==> config.mk <==
export PLATFORM = sky130hd
export DESIGN_NAME = dmem_arbiter
export DESIGN_NICKNAME = d
export VERILOG_FILES = /design/src/rtl/i281_pkg.sv /design/src/rtl/dmem_arbiter.sv
export SDC_FILE = /design/constraint.sdc
export NUM_CORES = 1
export LEC_CHECK = 0
export ABC_AREA = 0
export CORE_UTILIZATION = 35
export CTS_BUF_LIST = sky130_fd_sc_hd__clkbuf_4
export DETAILED_ROUTE_END_ITERATION = 16
export PLACE_DENSITY_LB_ADDON = 0.1
export SETUP_SLACK_MARGIN = 0.1
export SYNTH_ARGS = -nofsm -noshare
export SYNTH_HDL_FRONTEND = slang
export SYNTH_SLANG_ARGS = --single-unit
==> constraint.sdc <==
create_clock -name clock -period 2 [get_ports clock]
set_input_delay 0.4 -clock clock [delete_from_list [all_inputs] [get_ports clock]]
set_output_delay 0.4 -clock clock [all_outputs]
set_load 0.03 [all_outputs]
==> src/rtl/i281_pkg.sv <==
// Shared i281 definitions: data-memory owner encoding and default bus widths.
package i281_pkg;

  localparam int DEFAULT_ADDR_W = 4;
  localparam int DEFAULT_DATA_W = 8;

  typedef enum logic [1:0] {
    IDLE = 2'd0,
    CPU  = 2'd1,
    HOST = 2'd2
  } owner_t;

endpackage

==> src/rtl/dmem_arbiter.sv <==
// Shares the single-ported i281 data memory between the CPU datapath and a host loader port.
// CPU has priority; a wait counter bounds host starvation and host_lock allows bounded bursts.
module dmem_arbiter
  import i281_pkg::*;
#(
  parameter int ADDR_W         = DEFAULT_ADDR_W,
  parameter int DATA_W         = DEFAULT_DATA_W,
  parameter int HOST_WAIT_MAX  = 3,
  parameter int HOST_MAX_BURST = 16
) (
  input  logic              clock,
  input  logic              reset,
  input  logic              run,
  input  logic              cpu_req,
  input  logic              cpu_we,
  input  logic [ADDR_W-1:0] cpu_addr,
  input  logic [DATA_W-1:0] cpu_wdata,
  output logic              cpu_gnt,
  output logic              cpu_rvalid,
  output logic [DATA_W-1:0] cpu_rdata,
  output logic              cpu_stall,
  input  logic              host_req,
  input  logic              host_we,
  input  logic              host_lock,
  input  logic [ADDR_W-1:0] host_addr,
  input  logic [DATA_W-1:0] host_wdata,
  output logic              host_gnt,
  output logic              host_rvalid,
  output logic [DATA_W-1:0] host_rdata,
  output logic              mem_we,
  output logic [ADDR_W-1:0] mem_addr,
  output logic [DATA_W-1:0] mem_wdata,
  input  logic [DATA_W-1:0] mem_rdata,
  output logic [1:0]        owner
);

  localparam int WAIT_W  = $clog2(HOST_WAIT_MAX + 1);
  localparam int BURST_W = $clog2(HOST_MAX_BURST + 1);
  localparam logic [WAIT_W-1:0]  WAIT_LIMIT  = WAIT_W'(HOST_WAIT_MAX);
  localparam logic [BURST_W-1:0] BURST_LIMIT = BURST_W'(HOST_MAX_BURST);

  owner_t              state_q;
  owner_t              state_d;
  logic                c_el;
  logic                h_el;
  logic [WAIT_W-1:0]   wait_cnt;
  logic [BURST_W-1:0]  burst_cnt;

  always_ff @(posedge clock or negedge reset) begin
    if (!reset) begin
      state_q <= IDLE;
    end else begin
      state_q <= state_d;
    end
  end

  // An owner never re-wins at the edge closing its own grant, except a locked host burst.
  always_comb begin
    c_el    = cpu_req & run & (state_q != CPU);
    h_el    = host_req & ((state_q != HOST) | (host_lock & (burst_cnt < BURST_LIMIT)));
    state_d = IDLE;
    if (h_el & ((state_q == HOST) | (wait_cnt == WAIT_LIMIT))) begin
      state_d = HOST;
    end else if (c_el) begin
      state_d = CPU;
    end else if (h_el) begin
      state_d = HOST;
    end
  end

  always_comb begin
    cpu_gnt   = (state_q == CPU);
    host_gnt  = (state_q == HOST);
    mem_we    = 1'b0;
    mem_addr  = '0;
    mem_wdata = '0;
    case (state_q)
      CPU: begin
        mem_we    = cpu_we;
        mem_addr  = cpu_addr;
        mem_wdata = cpu_wdata;
      end
      HOST: begin
        mem_we    = host_we;
        mem_addr  = host_addr;
        mem_wdata = host_wdata;
      end
      default: begin
      end
    endcase
  end

  assign owner = state_q;

  // Stall is held low while in reset so every output reads zero there.
  assign cpu_stall = reset & cpu_req & run & ~cpu_gnt;

  always_ff @(posedge clock or negedge reset) begin
    if (!reset) begin
      wait_cnt  <= '0;
      burst_cnt <= '0;
    end else begin
      if ((state_d == HOST) || !host_req) begin
        wait_cnt <= '0;
      end else if (wait_cnt != WAIT_LIMIT) begin
        wait_cnt <= wait_cnt + WAIT_W'(1);
      end
      if (state_d == HOST) begin
        burst_cnt <= (state_q == HOST) ? burst_cnt + BURST_W'(1) : BURST_W'(1);
      end else begin
        burst_cnt <= '0;
      end
    end
  end

  always_ff @(posedge clock or negedge reset) begin
    if (!reset) begin
      cpu_rvalid  <= 1'b0;
      host_rvalid <= 1'b0;
      cpu_rdata   <= '0;
      host_rdata  <= '0;
    end else begin
      cpu_rvalid  <= (state_q == CPU) & ~cpu_we;
      host_rvalid <= (state_q == HOST) & ~host_we;
      if ((state_q == CPU) && !cpu_we) begin
        cpu_rdata <= mem_rdata;
      end
      if ((state_q == HOST) && !host_we) begin
        host_rdata <= mem_rdata;
      end
    end
  end

endmodule

==> results.json <==
{
  "hp-class": "input pin to async pin",
  "clockBufferDepth": 2,
  "die_h_microns": 62.4,
  "dieArea_sq_mm": 0.00389,
  "syn_inst": 108,
  "path_buf_inv": 3,
  "synth_top_area_frac": 0.530,
  "final_util": 0.710,
  "synthArstFlopShare": 1.00,
  "wirelength_mm": 3.41,
  "path_clk_slew_ns": 0.14,
  "synth-seq-area-share": 0.530,
  "nNetsFinal": 239,
  "p_sw_frac": 0.356,
  "rr_startpoint": "owner[0]",
  "reg2reg_depth": 7,
  "placed_area_sq_mm": 0.00217,
  "finalClockSkew_ns": 0.0123,
  "die_w_microns": 62.4,
  "synth_common_cells": "27 x dfrtp_1, 18 x nor2_1, 16 x mux2_2, 13 x a22oi_1, 6 x inv_1",
  "slowest_stage": "dfrtp_2",
  "worst-setup-path-type": "flip-flop to primary output",
  "final_cell_area_sq_mm": 0.00242,
  "grt_pass1_wl_mm": 5.72,
  "synth.avg_cell_area_sq_um": 11.8,
  "status": "complete, no violations",
  "finalSetupViolCount": 0,
  "dp.final_hpwl_mm": 2.41,
  "antenna_left": 0,
  "boundaryPins": 76,
  "rows": 21,
  "clkLatencyLatePin_ns": 0.31,
  "synthTopCellsByArea": "dfrtp_1 53%, mux2_2 14%, a22oi_1 7.7%",
  "tns_ns": 0,
  "cts_root_buf": "clkbuf_4",
  "power_density_mw_per_mm2": 750,
  "hold_viol_final": 0,
  "worstSetupStartpointType": "flip-flop",
  "p_sw_mw": 0.648,
  "internal_power_mw": 1.17,
  "drtPass1Iterations": 2,
  "dp.cells": 229,
  "antennaDiodeCount": 0,
  "clkSinkCount": 27,
  "ir_drop_uv": 612,
  "synth-seq-cells": 27,
  "dpl_worst_slack_ns": 0.183,
  "antenna_found_initial": 0,
  "htree_levels": 1,
  "initialDrtViolationCount": 27,
  "core-area_sq_mm": 0.00342,
  "synth_cell_types": 20,
  "start_util": 0.373,
  "synth_ff_type": "dfrtp_1",
  "power_frac_comb": 0.484,
  "p_seq_frac": 0.387,
  "drc": 0,
  "synthMostInstantiatedCell": "dfrtp_1",
  "port_buffers": 75,
  "fin_crit_ns": 1.96,
  "slowest_delay_ns": 0.46,
  "slew_violations": 0,
  "drive_above_1_share": 0.420,
  "fin_crit_sh": 0.980,
  "drv_cap": 0,
  "wire_per_inst_microns": 14.3,
  "syn_nets": 153,
  "path_cells": "inv_2 > ha_4 > clkbuf_16 > a22oi_2 > nor2_4 > buf_6",
  "tritoncts": "built",
  "setup_ws_ns": 0.0398,
  "grt_remaining_overflow": 0,
  "grt_pass1_vias": 1258,
  "vias": 1155,
  "cp_top_family": "flip-flops",
  "syn_to_final_growth_pct": 90.1,
  "worstPathArrival_ns": 1.56,
  "grt.total_usage": 0.184,
  "yosys.area.top_type": "dfrtp_1",
  "grt_max_degree": 28,
  "rsz0062_at_grt": "true",
  "gp_congestion": 0.708,
  "cts_made_buffers": 3,
  "viasPerCell": 4.83,
  "end_kind": "primary output",
  "critPathRequiredTime_ns": 1.60,
  "max-slew-margin-rel": 0.779,
  "synth_area_sq_mm": 0.00127,
  "yosys_warnings": 0,
  "p_clk_frac": 0.129,
  "timing.fmax_mhz": 510,
  "layout.cells.non_filler": 239,
  "synth_edf_count": 0,
  "tightest_slew_ns": 0.331,
  "r2r-end": "host_rdata[2]",
  "reg2reg_setup_slack_ns": 0.27,
  "worst-path-max-fanout": 7,
  "power_leakage_nw": 1.00
}
-- registers in the layout (all words and copies together), names as in the netlist --
| signal | flops |
|---|---|
| cpu_rvalid | 1 |
| wait_cnt | 2 |
| owner | 2 |
| burst_cnt | 5 |
| cpu_rdata | 8 |
| host_rvalid | 1 |
| host_rdata | 8 |
-- power by group through the flow --
stage	Combinational [mW]	Clock, mW	Sequential, mW
floorplan	0.259	0	0.904
global placement	0.798	0	0.708
detailed placement	0.808	0	0.715
CTS	0.860	0.246	0.706
global route	0.927	0.270	0.719
finish	0.879	0.234	0.704
-- worst max path at each step --
stage / startpoint / endpoint / slack (ns) / depth (start not counted)
CTS: owner[0] / mem_wdata[1] / 0.01 / 6
floorplan: owner[0] / mem_addr[1] / 0.12 / 5
finish: owner[1] / mem_wdata[0] / 0.04 / 6
detailed placement: owner[0] / host_gnt / 0.18 / 3
global placement: owner[0] / host_gnt / 0.20 / 3
global route: owner[0] / mem_wdata[1] / -0.04 / 6
-- logic make-up (layout without fill, tap and decap cells) --
logic type | Yosys count | count (layout) | synth area share
multiplexers | 17 | 17 | 0.149
AO/OA/AOI/OAI | 16 | 16 | 0.110
AND/OR/NAND/NOR | 28 | 28 | 0.100
XOR/XNOR | 4 | 4 | 0.0275
adder cells (fa/ha/maj) | 5 | 5 | 0.0491
buffers and inverters | 11 | 96 | 0.0343
flip-flops | 27 | 27 | 0.530
-- final cells by class --
cell class,instances,area (sq um)
timing repair buffer,86,893
sequential,27,678
multi-input combinational,70,739
inverter,6,25.0
clock buffer,4,30.0
tap,46,57.6
fill,256,992
-- per-stage QoR --
stage / total power, mW / hold slack (ns)
after global routing: 1.91 / 0.511
after CTS: 1.81 / 0.491
after global placement: 1.51 / 0.474
final: 1.82 / 0.476
after detailed placement: 1.52 / 0.487
after floorplan: 1.16 / 0.104
-- per-layer routing --
layer | track usage | part of all wire | vias up
li1 | - | - | 549
met3 | 0.0386 | 0.074 | 2
met5 | 0 | 0 | -
met4 | 0.0436 | 0.0041 | 0
met2 | 0.348 | 0.53 | 51
met1 | 0.211 | 0.39 | 553
-- layout by cell type, fill, tap and decap left out, types with 3 or more instances in the layout --
cell              n
clkbuf_4          4
nor2_4           10
inv_1             4
buf_6            12
ha_4              3
dfrtp_1          25
a22oi_2          13
clkdlybuf4s50_1  58
buf_12            3
nor2_1            7
mux2_2           16
xor2_1            3
buf_4            10
-- repair_timing --
item,in CTS,in global routing
pin swaps,4,14
hold buffers,0,0
setup endpoints to repair,15,17
gates cloned,0,1
gates resized for setup,27,14
setup buffers,3,2
Note: power is estimated with default switching activity, not from simulation.
